`config.mk`:
```
export PLATFORM = sky130hd
export DESIGN_NAME = sb_rx_msg_queue
export DESIGN_NICKNAME = d
export VERILOG_FILES = /design/src/rtl/SB_codex_pkg.sv /design/src/rtl/sb_rx_msg_queue.sv
export SDC_FILE = /design/constraint.sdc
export NUM_CORES = 1
export LEC_CHECK = 0
export ABC_CLOCK_PERIOD_IN_PS = 9300
export CORE_ASPECT_RATIO = 0.75
export CORE_MARGIN = 3
export CORE_UTILIZATION = 65
export CTS_CLUSTER_SIZE = 20
export DETAILED_ROUTE_END_ITERATION = 10
export DONT_BUFFER_PORTS = 1
export PLACE_DENSITY_LB_ADDON = 0.08
export SLEW_MARGIN = 20
export SYNTH_ARGS = -nofsm -noshare
export SYNTH_HDL_FRONTEND = slang
export SYNTH_SLANG_ARGS = --single-unit
```
`constraint.sdc`:
```
create_clock -name clk_100MHz -period 9.3 [get_ports clk_100MHz]
set_input_delay 1.86 -clock clk_100MHz [delete_from_list [all_inputs] [get_ports clk_100MHz]]
set_output_delay 1.86 -clock clk_100MHz [all_outputs]
set_load 0.01 [all_outputs]
```
`src/rtl/SB_codex_pkg.sv`:
```
// Shared sideband message definitions.
//
// Provides the message-number enumeration, the decoded sideband message
// type SB_msg_t and reset_SB_msg(), which returns the idle/no-message value
// used wherever a message register is cleared.
package SB_codex_pkg;

    typedef enum logic [4:0] {
        SB_MSG_NONE               = 5'd0,
        MBINIT_PARAM_config_req   = 5'd1,
        MBINIT_PARAM_config_resp  = 5'd2,
        MBINIT_CAL_done_req       = 5'd3,
        MBINIT_CAL_done_resp      = 5'd4,
        MBINIT_REPAIRCLK_init_req = 5'd5,
        MBINIT_REPAIRCLK_init_resp = 5'd6
    } msg_num_t;

    typedef struct packed {
        msg_num_t    msg_id;
        logic [15:0] msg_info;
    } SB_msg_t;

    function automatic SB_msg_t reset_SB_msg();
        SB_msg_t m;
        m.msg_id   = SB_MSG_NONE;
        m.msg_info = 16'h0000;
        return m;
    endfunction

endpackage

```
`src/rtl/sb_rx_msg_queue.sv`:
```
// Sideband receive message queue.
//
// Buffers decoded sideband messages (plus 64-bit payload) from the
// deserializer and hands them to the LTSM one at a time on request.
// A three-state pop FSM (IDLE -> DELIVER -> HOLDOFF) ensures a request held
// for several cycles pops only a single entry.
//
// Ports:
//   clk_100MHz            - sole clock, rising edge
//   reset                 - synchronous, active-high reset
//   flush_i               - discard all queued entries
//   rx_msg_i / rx_data_i  - incoming message and payload
//   rx_msg_valid_i        - one-cycle push strobe
//   SB_RX_msg_req_i       - consumer pop request
//   SB_RX_msg_o           - delivered message (registered, held)
//   SB_RX_dataBus_o       - delivered payload (registered, held)
//   SB_RX_msg_valid_o     - one-cycle strobe qualifying delivered message
//   SB_RX_msg_available_o - queue holds at least one entry
//   count_o               - current occupancy
//   overflow_o            - sticky: a push was dropped on a full queue
module sb_rx_msg_queue
    import SB_codex_pkg::*;
#(
    parameter int unsigned DEPTH = 4
) (
    input  logic                       clk_100MHz,
    input  logic                       reset,
    input  logic                       flush_i,
    input  SB_msg_t                    rx_msg_i,
    input  logic [63:0]                rx_data_i,
    input  logic                       rx_msg_valid_i,
    input  logic                       SB_RX_msg_req_i,
    output SB_msg_t                    SB_RX_msg_o,
    output logic [63:0]                SB_RX_dataBus_o,
    output logic                       SB_RX_msg_valid_o,
    output logic                       SB_RX_msg_available_o,
    output logic [$clog2(DEPTH):0]     count_o,
    output logic                       overflow_o
);

    localparam int unsigned AW = $clog2(DEPTH);
    localparam int unsigned CW = AW + 1;

    typedef enum logic [1:0] {
        StIdle,
        StDeliver,
        StHoldoff
    } pop_state_e;

    pop_state_e state_q, state_d;

    SB_msg_t     msg_mem  [DEPTH];
    logic [63:0] data_mem [DEPTH];

    logic [AW-1:0] wr_ptr_q, wr_ptr_d;
    logic [AW-1:0] rd_ptr_q, rd_ptr_d;
    logic [CW-1:0] count_q, count_d;

    SB_msg_t     msg_q;
    logic [63:0] data_q;
    logic        valid_q;
    logic        available_q;
    logic        overflow_q;

    logic full;
    logic empty;
    logic pop;
    logic push;
    logic drop;

    always_comb begin
        full  = (count_q == CW'(DEPTH));
        empty = (count_q == '0);

        // A flush wins over both sides of the queue in the same cycle.
        pop  = (state_q == StIdle) && SB_RX_msg_req_i && !empty && !flush_i;
        // A pop frees a slot this cycle, so a push on full still fits.
        push = rx_msg_valid_i && (!full || pop) && !flush_i;
        drop = rx_msg_valid_i && full && !pop && !flush_i;
    end

    always_comb begin
        wr_ptr_d = wr_ptr_q;
        rd_ptr_d = rd_ptr_q;
        count_d  = count_q;

        if (push) begin
            wr_ptr_d = wr_ptr_q + AW'(1);
        end
        if (pop) begin
            rd_ptr_d = rd_ptr_q + AW'(1);
        end

        unique case ({push, pop})
            2'b10:   count_d = count_q + CW'(1);
            2'b01:   count_d = count_q - CW'(1);
            default: count_d = count_q;
        endcase

        if (flush_i) begin
            wr_ptr_d = '0;
            rd_ptr_d = '0;
            count_d  = '0;
        end
    end

    always_comb begin
        state_d = state_q;
        unique case (state_q)
            StIdle:    if (pop) state_d = StDeliver;
            StDeliver: state_d = StHoldoff;
            StHoldoff: state_d = StIdle;
            default:   state_d = StIdle;
        endcase
        if (flush_i) begin
            state_d = StIdle;
        end
    end

    always_ff @(posedge clk_100MHz) begin
        if (reset) begin
            state_q     <= StIdle;
            wr_ptr_q    <= '0;
            rd_ptr_q    <= '0;
            count_q     <= '0;
            msg_q       <= reset_SB_msg();
            data_q      <= 64'h0;
            valid_q     <= 1'b0;
            available_q <= 1'b0;
            overflow_q  <= 1'b0;
        end else begin
            state_q     <= state_d;
            wr_ptr_q    <= wr_ptr_d;
            rd_ptr_q    <= rd_ptr_d;
            count_q     <= count_d;
            valid_q     <= pop;
            available_q <= (count_d != '0);
            if (drop) begin
                overflow_q <= 1'b1;
            end
            if (pop) begin
                msg_q  <= msg_mem[rd_ptr_q];
                data_q <= data_mem[rd_ptr_q];
            end
        end
    end

    // Storage is not reset; occupancy tracking alone decides what is valid.
    always_ff @(posedge clk_100MHz) begin
        if (!reset && push) begin
            msg_mem[wr_ptr_q]  <= rx_msg_i;
            data_mem[wr_ptr_q] <= rx_data_i;
        end
    end

    assign SB_RX_msg_o           = msg_q;
    assign SB_RX_dataBus_o       = data_q;
    assign SB_RX_msg_valid_o     = valid_q;
    assign SB_RX_msg_available_o = available_q;
    assign count_o               = count_q;
    assign overflow_o            = overflow_q;

endmodule

```
==> flow_metrics.tcl, run 1 <==
set metrics [dict create \
    cts_root_buffer "clkbuf_16" \
    synth-main-ff-cell "edfxtp_1" \
    synth_compound_area_frac 0.0577 \
    final_cell_mix "edfxtp_1 (340), dfxtp_1 (95), nand3_1 (87), a21oi_1 (87), o21ai_0 (86)" \
    cp-end-kind "flop" \
    synth_cell_types 35 \
    final_nets 979 \
    port_buffers 0 \
    via_count 8037 \
    dpl.hpwl_um 17800 \
    start_kind "input pin" \
    cts_made_buffers 39 \
    chipHeight_um 142 \
    clockPowerShare 0.411 \
    overflow 0 \
    fillCellCount 1460 \
    ys_seq_area_frac 0.757 \
    dieArea_mm2 0.0266 \
    crit_chain "or4b_4, a311oi_4, inv_4, nor3b_4, buf_4, buf_4" \
    synth_top_family_by_area "multiplexers" \
    synth-xor-area-share 0.00109 \
    synth-async-reset-ratio 0 \
    p_sw_uw 719 \
    hold_viol 0 \
    critPathKind "input pin to flop" \
    finalCritPeriodShare 0.513 \
    seqPwrFrac 0.570 \
    hp-class "flop to flop" \
    core_area_mm2 0.0242 \
    drtIter0Drc 779 \
    slew_headroom 0.273 \
    slowest_stage "or4b_4" \
    dieWidth_um 187 \
    worst_slew_pin_slew_ps 1090 \
    route.detailed.drc 0 \
    crit_path_frequent_cell "buf_4" \
    whs_ps 510 \
    clkTransAtPathRegs_ps 60 \
    cts_tree "yes" \
    holdBufCountCts 0 \
    p_leak_uw 0.00532 \
    cp_slowest_stage_delay_ps 870 \
    muxShareOfSynthArea 0.121 \
    vias_per_cell 6.46 \
    start_util 0.665 \
    cts_buffer_depth 3 \
    synthAdderAreaFrac 0.00514 \
    synth-simple-area-share 0.0387 \
    syn-instance-count 900 \
    insertedDiodeCount 0 \
    multi_input_area_mm2 0.00364 \
    track_usage 0.238 \
    combPwrFrac 0.018 \
    drv_cap 0 \
    antenna_found_initial 0 \
    final_common_cell "edfxtp_1" \
    postCtsSetupBuffers 0 \
    drv_slew 0 \
    cp_data_arrival_time_ps 4920 \
    htree_levels 2 \
    setup_tns_ps 0 \
    max_freq_mhz 209 \
    power.density_mw_per_mm2 213 \
    seq_area_mm2 0.0122 \
    sw_frac_of_total 0.192 \
    synth_area_mm2 0.0161 \
    grt_pass1_vias 8223 \
    p_int_uw 3020 \
    max-vdd-ir-drop_mv 0.176 \
    dpl.cell_count 1173 \
    avgSynthCellArea_um2 17.8 \
    synth_edf_count 340 \
    final_cells 1244 \
    drive_gt1_frac 0.184 \
    areaGrowthSynthToFinish_pct 9.36 \
    wl_um 31300 \
    clock_latency_ps 520 \
    synth_fp_nets 996 \
    period_needed_ps 4780 \
    io_pins 181 \
    grt_max_degree 95 \
    rows 49 \
    r2r_slack_ps 5450 \
    rsz0062_at_grt "no" \
    gp_congestion 0.735 \
    ant_nets 0 \
    cts_resized 0 \
    grt_pass1_wl_um 48700 \
    routedWlPerCell_um 25.1 \
    synth_seq_cells 437 \
    ys_warn_count 0 \
    drt_pass1_iterations 5 \
    finalClockSkew_ps 11.0 \
    required_ps 9450 \
    status "complete, no violations" \
    cts_num_sinks 437 \
    utilization 0.727 \
    setup_viol 0 \
    critPathMaxFanout 93 \
]
==> cell type report <==
type / instances / share of cell area
Sequential cell: 437 / 0.692
Timing Repair Buffer: 12 / 0.00513
Clock inverter: 18 / 0.00663
Inverter: 5 / 0.00121
Tap cell: 331 / 0.0236
Multi-Input combinational cell: 388 / 0.207
Clock buffer: 53 / 0.0638
==> state kept, by name, indices dropped and copies added (netlist names) <==
name,count
count_o,3
overflow_o,1
state_q,2
rd_ptr_q,2
wr_ptr_q,2
SB_RX_msg_available_o,1
msg_mem,84
data_mem,256
SB_RX_msg_valid_o,1
SB_RX_dataBus_o,64
SB_RX_msg_o,21
==> cell usage after synthesis (2+ instances only) <==
library cell	instances	area [µm²]
edfxtp_1	340	10200
dfxtp_1	97	1940
a21oi_1	87	435
nand3_1	87	435
o21ai_0	86	430
mux4_2	85	1910
clkbuf_1	48	180
buf_2	14	70.1
nor2_1	7	26.3
buf_1	6	22.5
ha_1	5	62.6
nand2_1	5	18.8
inv_1	4	15.0
nor3b_2	4	50.1
mux2i_1	3	30.0
nor3_1	2	10.0
or4_1	2	15.0
==> through the flow <==
| step | instance area, µm² | total power, µW | setup slack [ps] |
|---|---|---|---|
| floorplan | 16100 | 2230 | 2510 |
| global placement | 16300 | 2240 | 4120 |
| detailed placement | 16300 | 2240 | 4020 |
| CTS | 17600 | 3770 | 4550 |
| global route | 17600 | 3850 | 4360 |
| finish | 17600 | 3740 | 4520 |
==> logic make-up after synthesis <==
| logic type | Yosys count |
|---|---|
| buf+inv | 75 |
| flops | 437 |
| simple gates | 114 |
| compound gates | 178 |
| xor+xnor | 2 |
| fa+ha+maj | 6 |
| mux | 88 |
==> routing by layer <==
metal	part of all wire	vias to the layer above	global-route usage	routed length (µm)
met1	0.39	4100	0.336	12100
met5	0	-	0	0
met3	0.12	38	0.0869	3680
met2	0.48	360	0.367	15000
li1	-	3539	-	-
met4	0.014	0	0.0517	433
==> worst max-delay path: cells and delay by family <==
kind                   cells  cell delay [ps]
AO/OA/AOI/OAI              1              550
buffers and inverters      3             1300
AND/OR/NAND/NOR            2             1080
==> path summary, 6_finish.rpt <==
| check | cells after the start | from | endpoint |
|---|---|---|---|
| hold reg to reg | 2 | wr_ptr_q[1] | wr_ptr_q[1] |
| setup / recovery | 6 | flush_i | msg_mem[1][4] |
| setup reg to reg | 6 | state_q[1] | msg_mem[1][4] |
| hold / removal | 2 | wr_ptr_q[1] | wr_ptr_q[1] |
==> power by group through the flow <==
stage | Combinational (µW) | Sequential, µW | Clock [µW]
2_1_floorplan | 58.3 | 2170 | 0
3_3_place_gp | 66.4 | 2170 | 0
3_5_place_dp | 69.0 | 2170 | 0
4_1_cts | 69.4 | 2130 | 1570
5_1_grt | 75.1 | 2130 | 1640
6_report | 69.1 | 2130 | 1540
(Power assumes the default switching activity.)
==> inputs of run 2 (changes only) <==
Settings changed: ABC_CLOCK_PERIOD_IN_PS 9300 to 4000, CORE_UTILIZATION 65 to 57.
Clock period 9.3 ns to 4 ns, I/O delays scaled along.
==> flow_metrics.tcl, run 2 (synthesis results as in run 1) <==
set metrics [dict create \
    status "complete, no violations" \
    start_kind "flop" \
    hold_viol 0 \
    whs_ps 329 \
    hp-class "input pin to flop" \
    crit_family "simple AND/OR/NAND/NOR gates" \
    io_pins 181 \
    post-place-ws_ps 678 \
    reg2reg_depth 8 \
    ant_nets 0 \
    start_util 0.588 \
    rows 52 \
    m1WireLength_um 13200 \
    crit_chain "or4b_4, a311oi_4, inv_4, ha_1, fa_1, xnor2_1, or4_1, nand3_1" \
    vias_per_cell 6.30 \
    wl_um 32300 \
    r2r_end "SB_RX_msg_available_o" \
    final_cell_mix "edfxtp_1 (340), dfxtp_1 (95), nand3_1 (87), a21oi_1 (87), o21ai_0 (86)" \
    slew_headroom 0.306 \
    core_area_mm2 0.0273 \
    max-vdd-ir-drop_mv 0.395 \
    min_delay_worst_endpoint "SB_RX_msg_o[11]" \
    htree_levels 2 \
    r2r_slack_ps 1080 \
    cp_num_buf_inv 1 \
    postCtsSetupBuffers 0 \
    largest_register_ffs 256 \
    cts_buffer_depth 3 \
    finalCritPeriodShare 0.729 \
    dpl.hpwl_um 17500 \
    routed.top_layer "met4" \
    route.detailed.drc 0 \
    critPathKind "flop to flop" \
    areaGrowthSynthToFinish_pct 10.8 \
    cp-end-kind "flop" \
    clkTransAtPathRegs_ps 70 \
    drv_slew 0 \
    drt_pass1_iterations 5 \
    antenna_found_initial 0 \
    dieArea_mm2 0.0302 \
    chipHeight_um 151 \
    final_common_cell "edfxtp_1" \
    period_needed_ps 2920 \
    critPathMaxFanout 5 \
    final_nets 980 \
    grt_max_degree 95 \
    required_ps 4470 \
    drtIter0Drc 573 \
    cp_slowest_stage_delay_ps 570 \
    cts_resized 0 \
    max_freq_mhz 343 \
    drive_gt1_frac 0.184 \
    worstHoldPathCells 1 \
    gp_congestion 0.738 \
    cts_made_buffers 41 \
    overflow 0 \
    setup_viol 0 \
    routedWlPerCell_um 25.5 \
    rsz0062_at_grt "no" \
    cts_root_buffer "clkbuf_16" \
    r2r-start "state_q[1]" \
    dieWidth_um 200 \
    largest-register "data_mem" \
    port_buffers 0 \
    finalClockSkew_ps 16.7 \
    wl_met3_um 3230 \
    grt_pass1_wl_um 48900 \
    p_leak_uw 0.00537 \
    cts_tree "yes" \
    power.density_mw_per_mm2 505 \
    hp-start "reset" \
    holdBufCountCts 0 \
    cp_data_arrival_time_ps 3390 \
    utilization 0.651 \
    met2_length_um 15300 \
    worst_slew_pin_slew_ps 1040 \
    insertedDiodeCount 0 \
    slowest_stage "or4b_4" \
    clock_latency_ps 540 \
    via_count 7989 \
    cts_num_sinks 437 \
    track_usage 0.217 \
    drv_cap 0 \
    setup_ws_ps 1080 \
    grt_pass1_vias 8249 \
]
-- run 2: where the power goes --
part / switching (µW) / internal, µW / total, µW
clock: 1600 / 2250 / 3850
sequential: 24.3 / 4930 / 4960
combinational: 113 / 56.7 / 170
-- run 2: final cells by class --
type | count | area [µm²]
flip-flops and latches | 437 | 12200
well taps | 351 | 439
inverters | 5 | 21.3
clock inverters | 19 | 189
fillers | 1842 | 9530
repair buffers | 11 | 178
clock buffers | 57 | 1170
multi-input cells | 388 | 3640
-- run 2: worst register-to-register path, cell delays in order, from the launching register on --
cell and delay (ps):
dfxtp_1 350, or4b_4 570, a311oi_4 430, inv_4 140, ha_1 250, fa_1 390, xnor2_1 160, or4_1 450
nand3_1 120
-- run 2: worst max path at each step --
stage                          from                    end  slack (ps)  cells past startpoint
floorplan                   flush_i         data_mem[0][0]        -540                      5
global placement    SB_RX_msg_req_i  SB_RX_msg_available_o         810                      8
detailed placement  SB_RX_msg_req_i  SB_RX_msg_available_o         680                      8
CTS                      state_q[1]  SB_RX_msg_available_o        1080                      8
global route             state_q[1]  SB_RX_msg_available_o         970                      8
finish                   state_q[1]  SB_RX_msg_available_o        1080                      8
-- run 2: layer usage --
| layer | vias to the layer above | GRT usage |
|---|---|---|
| li1 | 3555 | - |
| met1 | 4146 | 0.294 |
| met2 | 248 | 0.336 |
| met3 | 40 | 0.0856 |
| met4 | 0 | 0.0554 |
| met5 | - | 0 |
-- run 2: metrics by stage --
step,instance area [µm²],total power (µW),std cells,TNS [ps]
floorplan,16100,5190,900,-182660
global placement,16400,5220,1191,0
detailed placement,16400,5220,1191,0
CTS,17800,9060,1267,0
global route,17800,9280,1268,0
finish,17800,8980,1268,0
